==> src/rtl/irq_pkg.sv <==
// Shared constants and FSM encoding for the interrupt collector.
package irq_pkg;

    localparam int unsigned NUM_SRC_DEF   = 8;
    localparam int unsigned ID_W_DEF      = 3;
    localparam int unsigned TIMER_IRQ_IDX = 0;

    typedef logic [1:0] irq_state_t;

    localparam irq_state_t ST_IDLE = 2'd0;
    localparam irq_state_t ST_REQ  = 2'd1;
    localparam irq_state_t ST_GAP  = 2'd2;

endpackage

==> src/rtl/irq_collector_if.sv <==
// Source/enable/CPU-ack bundle between the interrupt collector and its neighbours.
interface irq_collector_if #(
    parameter int unsigned NUM_SRC = 8,
    parameter int unsigned ID_W    = 3
);

    logic [NUM_SRC-1:0] irq_src;
    logic               en_wr;
    logic [NUM_SRC-1:0] en_wdata;
    logic               irq_ack;
    logic               irq_req;
    logic [ID_W-1:0]    irq_id;
    logic [NUM_SRC-1:0] irq_en;
    logic [NUM_SRC-1:0] irq_pend;

    modport master (
        output irq_src, en_wr, en_wdata, irq_ack,
        input  irq_req, irq_id, irq_en, irq_pend
    );

    modport slave (
        input  irq_src, en_wr, en_wdata, irq_ack,
        output irq_req, irq_id, irq_en, irq_pend
    );

endinterface

==> src/rtl/irq_prio_enc.sv <==
// Combinational lowest-index-first priority encoder; index is zero-extended to ID_W.
module irq_prio_enc import irq_pkg::*; #(
    parameter int unsigned NUM_SRC = NUM_SRC_DEF,
    parameter int unsigned ID_W    = ID_W_DEF
) (
    input  logic [NUM_SRC-1:0] elig_i,
    output logic               any_valid_o,
    output logic [ID_W-1:0]    idx_o
);

    // Scan from the top down so the lowest set index is the last one written.
    always_comb begin
        any_valid_o = |elig_i;
        idx_o       = '0;
        for (int i = int'(NUM_SRC) - 1; i >= 0; i--) begin
            if (elig_i[i]) begin
                idx_o = ID_W'(i);
            end
        end
    end

endmodule

==> src/rtl/irq_collector.sv <==
// Interrupt collector: edge-detects level sources, latches pending, gates with enables
// and presents one request/ID to the CPU until acked. IRQ_SYNC2_EN adds a 2-flop input synchronizer.
module irq_collector import irq_pkg::*; #(
    parameter int unsigned NUM_SRC = NUM_SRC_DEF,
    parameter int unsigned ID_W    = ID_W_DEF
) (
    input  logic           sys_clk,
    input  logic           sys_rst,
    irq_collector_if.slave bus
);

    logic [NUM_SRC-1:0] src_s;
    logic [NUM_SRC-1:0] src_q;
    logic [NUM_SRC-1:0] rise;
    logic [NUM_SRC-1:0] clr;
    logic [NUM_SRC-1:0] elig;
    logic [NUM_SRC-1:0] pend_q, pend_d;
    logic [NUM_SRC-1:0] en_q, en_d;
    irq_state_t         state_q, state_d;
    logic               req_q, req_d;
    logic [ID_W-1:0]    id_q, id_d;
    logic               enc_any;
    logic [ID_W-1:0]    enc_idx;

`ifdef IRQ_SYNC2_EN
    logic [NUM_SRC-1:0] sync1_q, sync2_q;

    // Two-flop synchronizer for sources from foreign clock domains.
    always_ff @(posedge sys_clk or posedge sys_rst) begin
        if (sys_rst) begin
            sync1_q <= '0;
            sync2_q <= '0;
        end else begin
            sync1_q <= bus.irq_src;
            sync2_q <= sync1_q;
        end
    end

    assign src_s = sync2_q;
`else
    assign src_s = bus.irq_src;
`endif

    assign rise   = src_s & ~src_q;
    assign elig   = pend_q & en_q;
    assign en_d   = bus.en_wr ? bus.en_wdata : en_q;
    // A new edge on the bit being acked survives the clear.
    assign pend_d = (pend_q & ~clr) | rise;

    irq_prio_enc #(
        .NUM_SRC (NUM_SRC),
        .ID_W    (ID_W)
    ) u_prio_enc (
        .elig_i      (elig),
        .any_valid_o (enc_any),
        .idx_o       (enc_idx)
    );

    always_ff @(posedge sys_clk or posedge sys_rst) begin
        if (sys_rst) begin
            src_q   <= '0;
            pend_q  <= '0;
            en_q    <= '0;
            state_q <= ST_IDLE;
            req_q   <= 1'b0;
            id_q    <= '0;
        end else begin
            src_q   <= src_s;
            pend_q  <= pend_d;
            en_q    <= en_d;
            state_q <= state_d;
            req_q   <= req_d;
            id_q    <= id_d;
        end
    end

    // Request FSM: the ID is frozen for the whole REQ phase; GAP forces one idle cycle.
    always_comb begin
        state_d = state_q;
        req_d   = req_q;
        id_d    = id_q;
        clr     = '0;
        case (state_q)
            ST_IDLE: begin
                if (enc_any) begin
                    id_d    = enc_idx;
                    req_d   = 1'b1;
                    state_d = ST_REQ;
                end
            end
            ST_REQ: begin
                if (bus.irq_ack) begin
                    clr     = NUM_SRC'(1) << id_q;
                    req_d   = 1'b0;
                    state_d = ST_GAP;
                end
            end
            ST_GAP: begin
                state_d = ST_IDLE;
            end
            default: begin
                req_d   = 1'b0;
                state_d = ST_IDLE;
            end
        endcase
    end

    assign bus.irq_req  = req_q;
    assign bus.irq_id   = id_q;
    assign bus.irq_en   = en_q;
    assign bus.irq_pend = pend_q;

endmodule

==> src/flat_wrapper.sv <==
// flat-port wrapper written by rule: the top's interface ports become plain ports
module irq_collector_flat import irq_pkg::*;
#(
    parameter int unsigned NUM_SRC = NUM_SRC_DEF,
    parameter int unsigned ID_W    = ID_W_DEF
)
  (sys_clk, sys_rst, bus_irq_src, bus_en_wr, bus_en_wdata, bus_irq_ack, bus_irq_req, bus_irq_id, bus_irq_en, bus_irq_pend);
  irq_collector_if #(.NUM_SRC(NUM_SRC), .ID_W(ID_W)) bus_i ();
  input  logic sys_clk;
  input  logic sys_rst;
  input wire logic [$bits(bus_i.irq_src)-1:0] bus_irq_src;
  input wire logic [$bits(bus_i.en_wr)-1:0] bus_en_wr;
  input wire logic [$bits(bus_i.en_wdata)-1:0] bus_en_wdata;
  input wire logic [$bits(bus_i.irq_ack)-1:0] bus_irq_ack;
  output wire logic [$bits(bus_i.irq_req)-1:0] bus_irq_req;
  output wire logic [$bits(bus_i.irq_id)-1:0] bus_irq_id;
  output wire logic [$bits(bus_i.irq_en)-1:0] bus_irq_en;
  output wire logic [$bits(bus_i.irq_pend)-1:0] bus_irq_pend;
  assign bus_i.irq_src = bus_irq_src;
  assign bus_i.en_wr = bus_en_wr;
  assign bus_i.en_wdata = bus_en_wdata;
  assign bus_i.irq_ack = bus_irq_ack;
  assign bus_irq_req = bus_i.irq_req;
  assign bus_irq_id = bus_i.irq_id;
  assign bus_irq_en = bus_i.irq_en;
  assign bus_irq_pend = bus_i.irq_pend;
  irq_collector #(.NUM_SRC(NUM_SRC), .ID_W(ID_W)) u_core (.sys_clk(sys_clk), .sys_rst(sys_rst), .bus(bus_i));
endmodule
==> config.mk <==
export PLATFORM = sky130hd
export DESIGN_NAME = irq_collector_flat
export DESIGN_NICKNAME = d
export VERILOG_FILES = /design/src/rtl/irq_pkg.sv /design/src/rtl/irq_collector_if.sv /design/src/rtl/irq_prio_enc.sv /design/src/rtl/irq_collector.sv /design/src/flat_wrapper.sv
export SDC_FILE = /design/constraint.sdc
export NUM_CORES = 1
export LEC_CHECK = 0
export BUFFER_PORTS_ARGS = -buffer_cell sky130_fd_sc_hd__buf_2
export CAP_MARGIN = 20
export CORE_ASPECT_RATIO = 0.7
export CORE_UTILIZATION = 48
export CTS_CLUSTER_SIZE = 14
export DETAILED_ROUTE_END_ITERATION = 8
export GPL_ROUTABILITY_DRIVEN = 0
export PLACE_DENSITY = 0.8
export RECOVER_POWER = 25
export SKIP_CTS_REPAIR_TIMING = 1
export SYNTH_ARGS = -nofsm -noshare
export SYNTH_HDL_FRONTEND = slang
export SYNTH_SLANG_ARGS = --single-unit
==> constraint.sdc <==
create_clock -name sys_clk -period 1.3 [get_ports sys_clk]
set_input_delay 0.13 -clock sys_clk [delete_from_list [all_inputs] [get_ports sys_clk]]
set_output_delay 0.13 -clock sys_clk [all_outputs]
set_load 0.01 [all_outputs]
; Word level (Yosys, flattened, before mapping)
; Cells that the tools add are included.
[totals]
out_inout_bits = 20
in_bits = 20
ff_bits = 30
[op_classes]
shifts = 1
bitwise = 7
n_eq_ne = 4
reduce_logical = 5
muxes = 16
[op_table]
columns = operator, n
row1 = 8-bit AND, 3
row2 = 3-bit two-way mux, 8
row3 = 8-bit two-way mux, 2
row4 = 8-bit NOT, 2
row5 = 8-bit OR, 1
row6 = 8-bit OR reduction, 1
row7 = "1-bit by 3-bit << shifter with 8-bit output, first input constant", 1
row8 = 2-bit two-way mux, 2
row9 = 2-bit case mux with 2 select lines, 1
row10 = 2-bit AND reduction, 2
row11 = 1-bit case mux with 3 select lines, 1
row12 = 3-bit AND reduction, 1
row13 = "2-bit by 1-bit equality test with 1-bit output, second input constant", 1
row14 = "2-bit equality test, second input constant", 1
row15 = 2-bit zero test, 1
row16 = 1-bit two-way mux, 2
row17 = "2-bit by 1-bit inequality test with 1-bit output, second input constant", 1
row18 = "2-bit inequality test, second input constant", 1
row19 = 1-bit NOT, 1

; Depth between registers and ports, before layout
[depth]
word_depth = 9
ltp_mapped = 4
mapped_depth_nobuf = 4

; By module
; Synthesis repeated with hierarchy kept, for this count alone.
[unflattened]
cells_unflattened = 101
area_unflattened_um2 = 1233.7
[modules_own_cells]
columns = module, area_per_inst_um2, instances, cells_each
row1 = irq_collector, 1152.4, 1, 88
row2 = irq_prio_enc, 81.3, 1, 13

; Least setup slack after synthesis
; OpenSTA, ideal clock, no wires.
[synth_path]
kind = reg2reg
startpoint = register u_core.en_q[2], in the netlist u_core.bus.irq_en[2]
endpoint = register u_core.id_q[0], in the netlist u_core.bus.irq_id[0]
period_less_slack_ps = 1089
stages_incl_launch_ff = 5
t_arrival_ps = 1011
required_ps = 1222
slack_ps = 211
path_cell_list = dfrtp_1 > a22oi_2 > nand4_1 > nand2_1 > o2bb2ai_1
[synth_between]
elab_chain_len = 4
word_cells_on_any_way = 6
classes_between = mux (3) / bitwise (1) / reduce/logical (2)
[synth_rtl]
columns = item, line_no
row1 = start: declaration, irq_collector.sv:18  ; logic [NUM_SRC-1:0] en_q, en_d;
row2 = start signal: assignment, irq_collector.sv:70  ; en_q <= en_d;
row3 = 8-bit AND *, irq_collector.sv:45  ; assign elig = pend_q & en_q;
row4 = 3-bit two-way mux (3 in series), irq_prio_enc.sv:16  ; if (elig_i[i]) begin
row5 = end signal: assignment, irq_collector.sv:73  ; id_q <= id_d;
row6 = end: declaration, irq_collector.sv:21  ; logic [ID_W-1:0] id_q, id_d;
; Every way passes the cells marked *; elsewhere a longest branch is shown, timed or not.
; A chain may end at the register's enable or synchronous reset.

; Worst setup path in the final report
[layout_path]
startpoint = register u_core.pend_q[2], in the netlist u_core.bus.irq_pend[2]
endpoint = register u_core.id_q[0], in the netlist u_core.bus.irq_id[0]
[layout_between]
elab_chain_len = 4
word_cells_on_any_way = 6
classes_between = mux (3) / bitwise (1) / reduce/logical (2)
[layout_rtl]
columns = item, line_no
row1 = start: declaration, irq_collector.sv:17  ; logic [NUM_SRC-1:0] pend_q, pend_d;
row2 = start signal: assignment, irq_collector.sv:69  ; pend_q <= pend_d;
row3 = 8-bit AND *, irq_collector.sv:45
row4 = 3-bit two-way mux (3 in series), irq_prio_enc.sv:16
; Marks and branches as above.

==> impl_metrics.py <==
metrics = {
    "floorplan": {
        "die-area_mm2": 0.002671,
        "chipHeight_um": 43.55,
        "die_w_um": 61.35,
        "design.core.area_mm2": 0.002242,
        "start_util_pct": 52.79,
        "fp-row-count": 14,
        "boundaryPins": 40,
    },
    "sta": {
        "relSlewSlack_pct": 52.49,
        "measured_slew_at_the_worst_slew_check_pin_ps": 712.7,
        "unrepaired_setup_endpoints_after_global_routing": "false",
        "final_critical_path_setup_slack_ps": 96.76,
        "final-setup-viol-count": 0,
        "report.final.hold_viol_count": 0,
        "period_utilisation_layout_pct": 92.56,
        "tns_ps": 0,
        "clock_skew_ps": 7.711,
        "maxClockFrequency_mhz": 831.1,
        "layout_min_cycle_time_ps": 1203,
        "slew_violations": 0,
    },
    "critical_path": {
        "worst_ep_required_time_ps": 1550,
        "timing.critical_path.fanout_max": 4,
        "criticalPathCategory": "reg2reg",
        "setup.worst_path.end_class": "flop",
        "worst_ep_arrival_time_ps": 1450,
        "critPathLaunchType": "flop",
    },
    "cts": {
        "clock_tree.htree_level_count": 2,
        "clock_tree.root_cell": "sky130_fd_sc_hd__clkbuf_4",
        "clock_pin_transition_on_the_worst_setup_and_hold_timing_paths_ps": 90,
        "clock_tree_from_tritoncts": "yes",
        "clock_insertion_delay_worst_skew_ps": 330,
        "max-clock-path-buffers": 2,
        "cts_num_sinks": 30,
        "cts-buffers-inserted": 5,
    },
    "global_route": {
        "grt_pass1_vias": 912,
        "grt_use_total_pct": 21.45,
        "antenna_found_initial": 0,
        "grt_pass1_wl_um": 3912,
        "grt_remaining_overflow": 0,
        "grt_start_max_net_pins": 31,
    },
    "detailed_routing": {
        "route.detailed.wl_per_inst_um": 13.48,
        "drtPass1Iterations": 4,
        "route.detailed.drc": 0,
        "route.final.wire_length_um": 2535,
        "drt_first_iter_violations": 27,
        "num_vias": 948,
        "routed_via_density": 5.043,
        "drt.antenna.violating_nets": 0,
    },
    "yosys": {
        "synthesis.area_per_instance_um2": 11.72,
        "yosys_most_used_dff": "sky130_fd_sc_hd__dfrtp_1",
        "synth_fp_nets": 121,
        "synthCells": 101,
        "synth_seq_cells": 30,
        "synthArstFlopShare_pct": 100.0,
        "yosysUniqueCellTypes": 22,
        "synth.yosys.seq_area_share_pct": 63.42,
        "count_of_flip_flops_with_a_built_in_enable_after_synthesis": 0,
        "synth.yosys.warnings": 0,
        "post_synth_instance_area_mm2": 0.001184,
    },
    "power_and_ir_drop": {
        "post-layout-total-power_mw": 2.640,
        "p_int_mw": 1.688,
        "p_switching_uw": 951.6,
        "power_per_cell_area_mw_per_mm2": 1704,
        "clock_power_share_pct": 18.8,
        "power_frac_comb_pct": 29.2,
        "p_leak_nw": 0.7058,
        "power.sequential.fraction_pct": 52.0,
        "max-vdd-ir-drop_mv": 0.7421,
        "swShare_pct": 36.04,
    },
    "job": {
        "maxCapViolations": 0,
    },
    "cells_and_area": {
        "antennaDiodeCount": 0,
        "fin_nets": 176,
        "layout-drive-gt1-share_pct": 33.33,
        "final_common_cell": "sky130_fd_sc_hd__buf_2",
        "highest_count_cells_in_the_layout_ignoring_fill_and_taps": "31 x sky130_fd_sc_hd__buf_2, 30 x sky130_fd_sc_hd__dfrtp_1, 13 x sky130_fd_sc_hd__nand2_1",
        "area.growth.synth_to_final_pct": 30.87,
        "post_layout_nonfiller_instances": 188,
    },
    "placed_design": {
        "port-buffer-count": 39,
        "detailedPlace.worstSlack_ps": 77.36,
        "dpl.cell_count": 172,
        "dp.final_hpwl_um": 1834,
    },
    "status": {
        "status": "completed",
    },
    "worst_hold_path": {
        "worstHoldPathType": "in2reg",
    },
}
[registers in the layout (all words and copies together) (netlist names)]
| register | cells |
|---|---|
| u_core.src_q | 8 |
| u_core.state_q | 2 |
| u_core.bus.irq_req | 1 |
| u_core.bus.irq_en | 8 |
| u_core.bus.irq_id | 3 |
| u_core.bus.irq_pend | 8 |
[cell usage after synthesis, types with 2 or more instances]
| cell | number | share of area (%) |
|---|---|---|
| sky130_fd_sc_hd__dfrtp_1 | 30 | 63 |
| sky130_fd_sc_hd__a21oi_1 | 4 | 1.7 |
| sky130_fd_sc_hd__o21ai_0 | 11 | 4.7 |
| sky130_fd_sc_hd__nor2_1 | 2 | 0.63 |
| sky130_fd_sc_hd__o21ai_1 | 5 | 2.1 |
| sky130_fd_sc_hd__a32o_1 | 2 | 1.7 |
| sky130_fd_sc_hd__mux2_2 | 8 | 7.6 |
| sky130_fd_sc_hd__nand2b_1 | 2 | 1.1 |
| sky130_fd_sc_hd__a22oi_2 | 2 | 2.1 |
| sky130_fd_sc_hd__nand2_1 | 13 | 4.1 |
| sky130_fd_sc_hd__a22oi_1 | 2 | 1.3 |
| sky130_fd_sc_hd__inv_1 | 10 | 3.2 |
[kinds of logic after synthesis]
kind of cell | Yosys count | synth area share [%]
and+or+nand+nor | 22 | 8.880
DFF | 30 | 63.42
AOI/OAI and AO/OA | 30 | 16.49
buffers and inverters | 11 | 3.594
muxes | 8 | 7.611
[worst max-delay path, stage by stage (launching register included)]
cell	delay, ps
sky130_fd_sc_hd__dfrtp_1	440
sky130_fd_sc_hd__a22oi_2	250
sky130_fd_sc_hd__nand4_1	150
sky130_fd_sc_hd__nand2_1	140
sky130_fd_sc_hd__o2bb2ai_1	140
[worst paths after layout]
check                                       startpoint                endpoint  slack (ps)  cells after the start
worst max register to register  u_core.bus.irq_pend[2]    u_core.bus.irq_id[0]         100                      4
max in group asynchronous                      sys_rst  u_core.bus.irq_pend[7]         310                      4
worst min-delay path                   bus_en_wdata[7]    u_core.bus.irq_en[7]          30                      2
worst max-delay path            u_core.bus.irq_pend[2]    u_core.bus.irq_id[0]         100                      4
worst min register to register         u_core.src_q[6]  u_core.bus.irq_pend[6]         400                      1
min in group asynchronous                      sys_rst    u_core.bus.irq_id[1]         540                      4
[per-stage QoR]
stage / util [%] / hold slack [ps] / area, um2
2_1_floorplan: - / 161.4 / 1184
3_3_place_gp: 63.39 / 208.0 / 1421
3_5_place_dp: 63.39 / 218.4 / 1421
4_1_cts: 65.40 / -148.0 / 1466
5_1_grt: 69.08 / 19.43 / 1549
6_report: 69.08 / 30.14 / 1549
[layer usage]
metal | track usage (%) | wire [um] | part of all wire (%) | up-vias
li1 | - | - | - | 461
met2 | 35.00 | 1146 | 45 | 34
met3 | 10.15 | 180 | 7.1 | 2
met4 | 7.556 | 17 | 0.67 | 0
met1 | 24.85 | 1192 | 47 | 451
met5 | 0 | 0 | 0 | -
[final cells by class]
| cell class | instances | area [um2] |
|---|---|---|
| Sequential cell | 30 | 750.7 |
| Timing Repair Buffer | 49 | 280.3 |
| Clock buffer | 7 | 45.04 |
| Fill cell | 197 | 693.2 |
| Tap cell | 32 | 40.04 |
| Inverter | 10 | 37.54 |
| Multi-Input combinational cell | 60 | 395.4 |
[power by group through the flow]
stage                     Combinational, mW  Sequential, mW  Clock (mW)
after global routing                  0.863            1.41       0.550
after global placement                0.727            1.37           0
after CTS                             0.758            1.37       0.516
after detailed placement              0.752            1.39           0
final                                 0.772            1.37       0.497
after floorplan                       0.401            1.40           0
No activity file was read; power rests on OpenSTA's default activity.
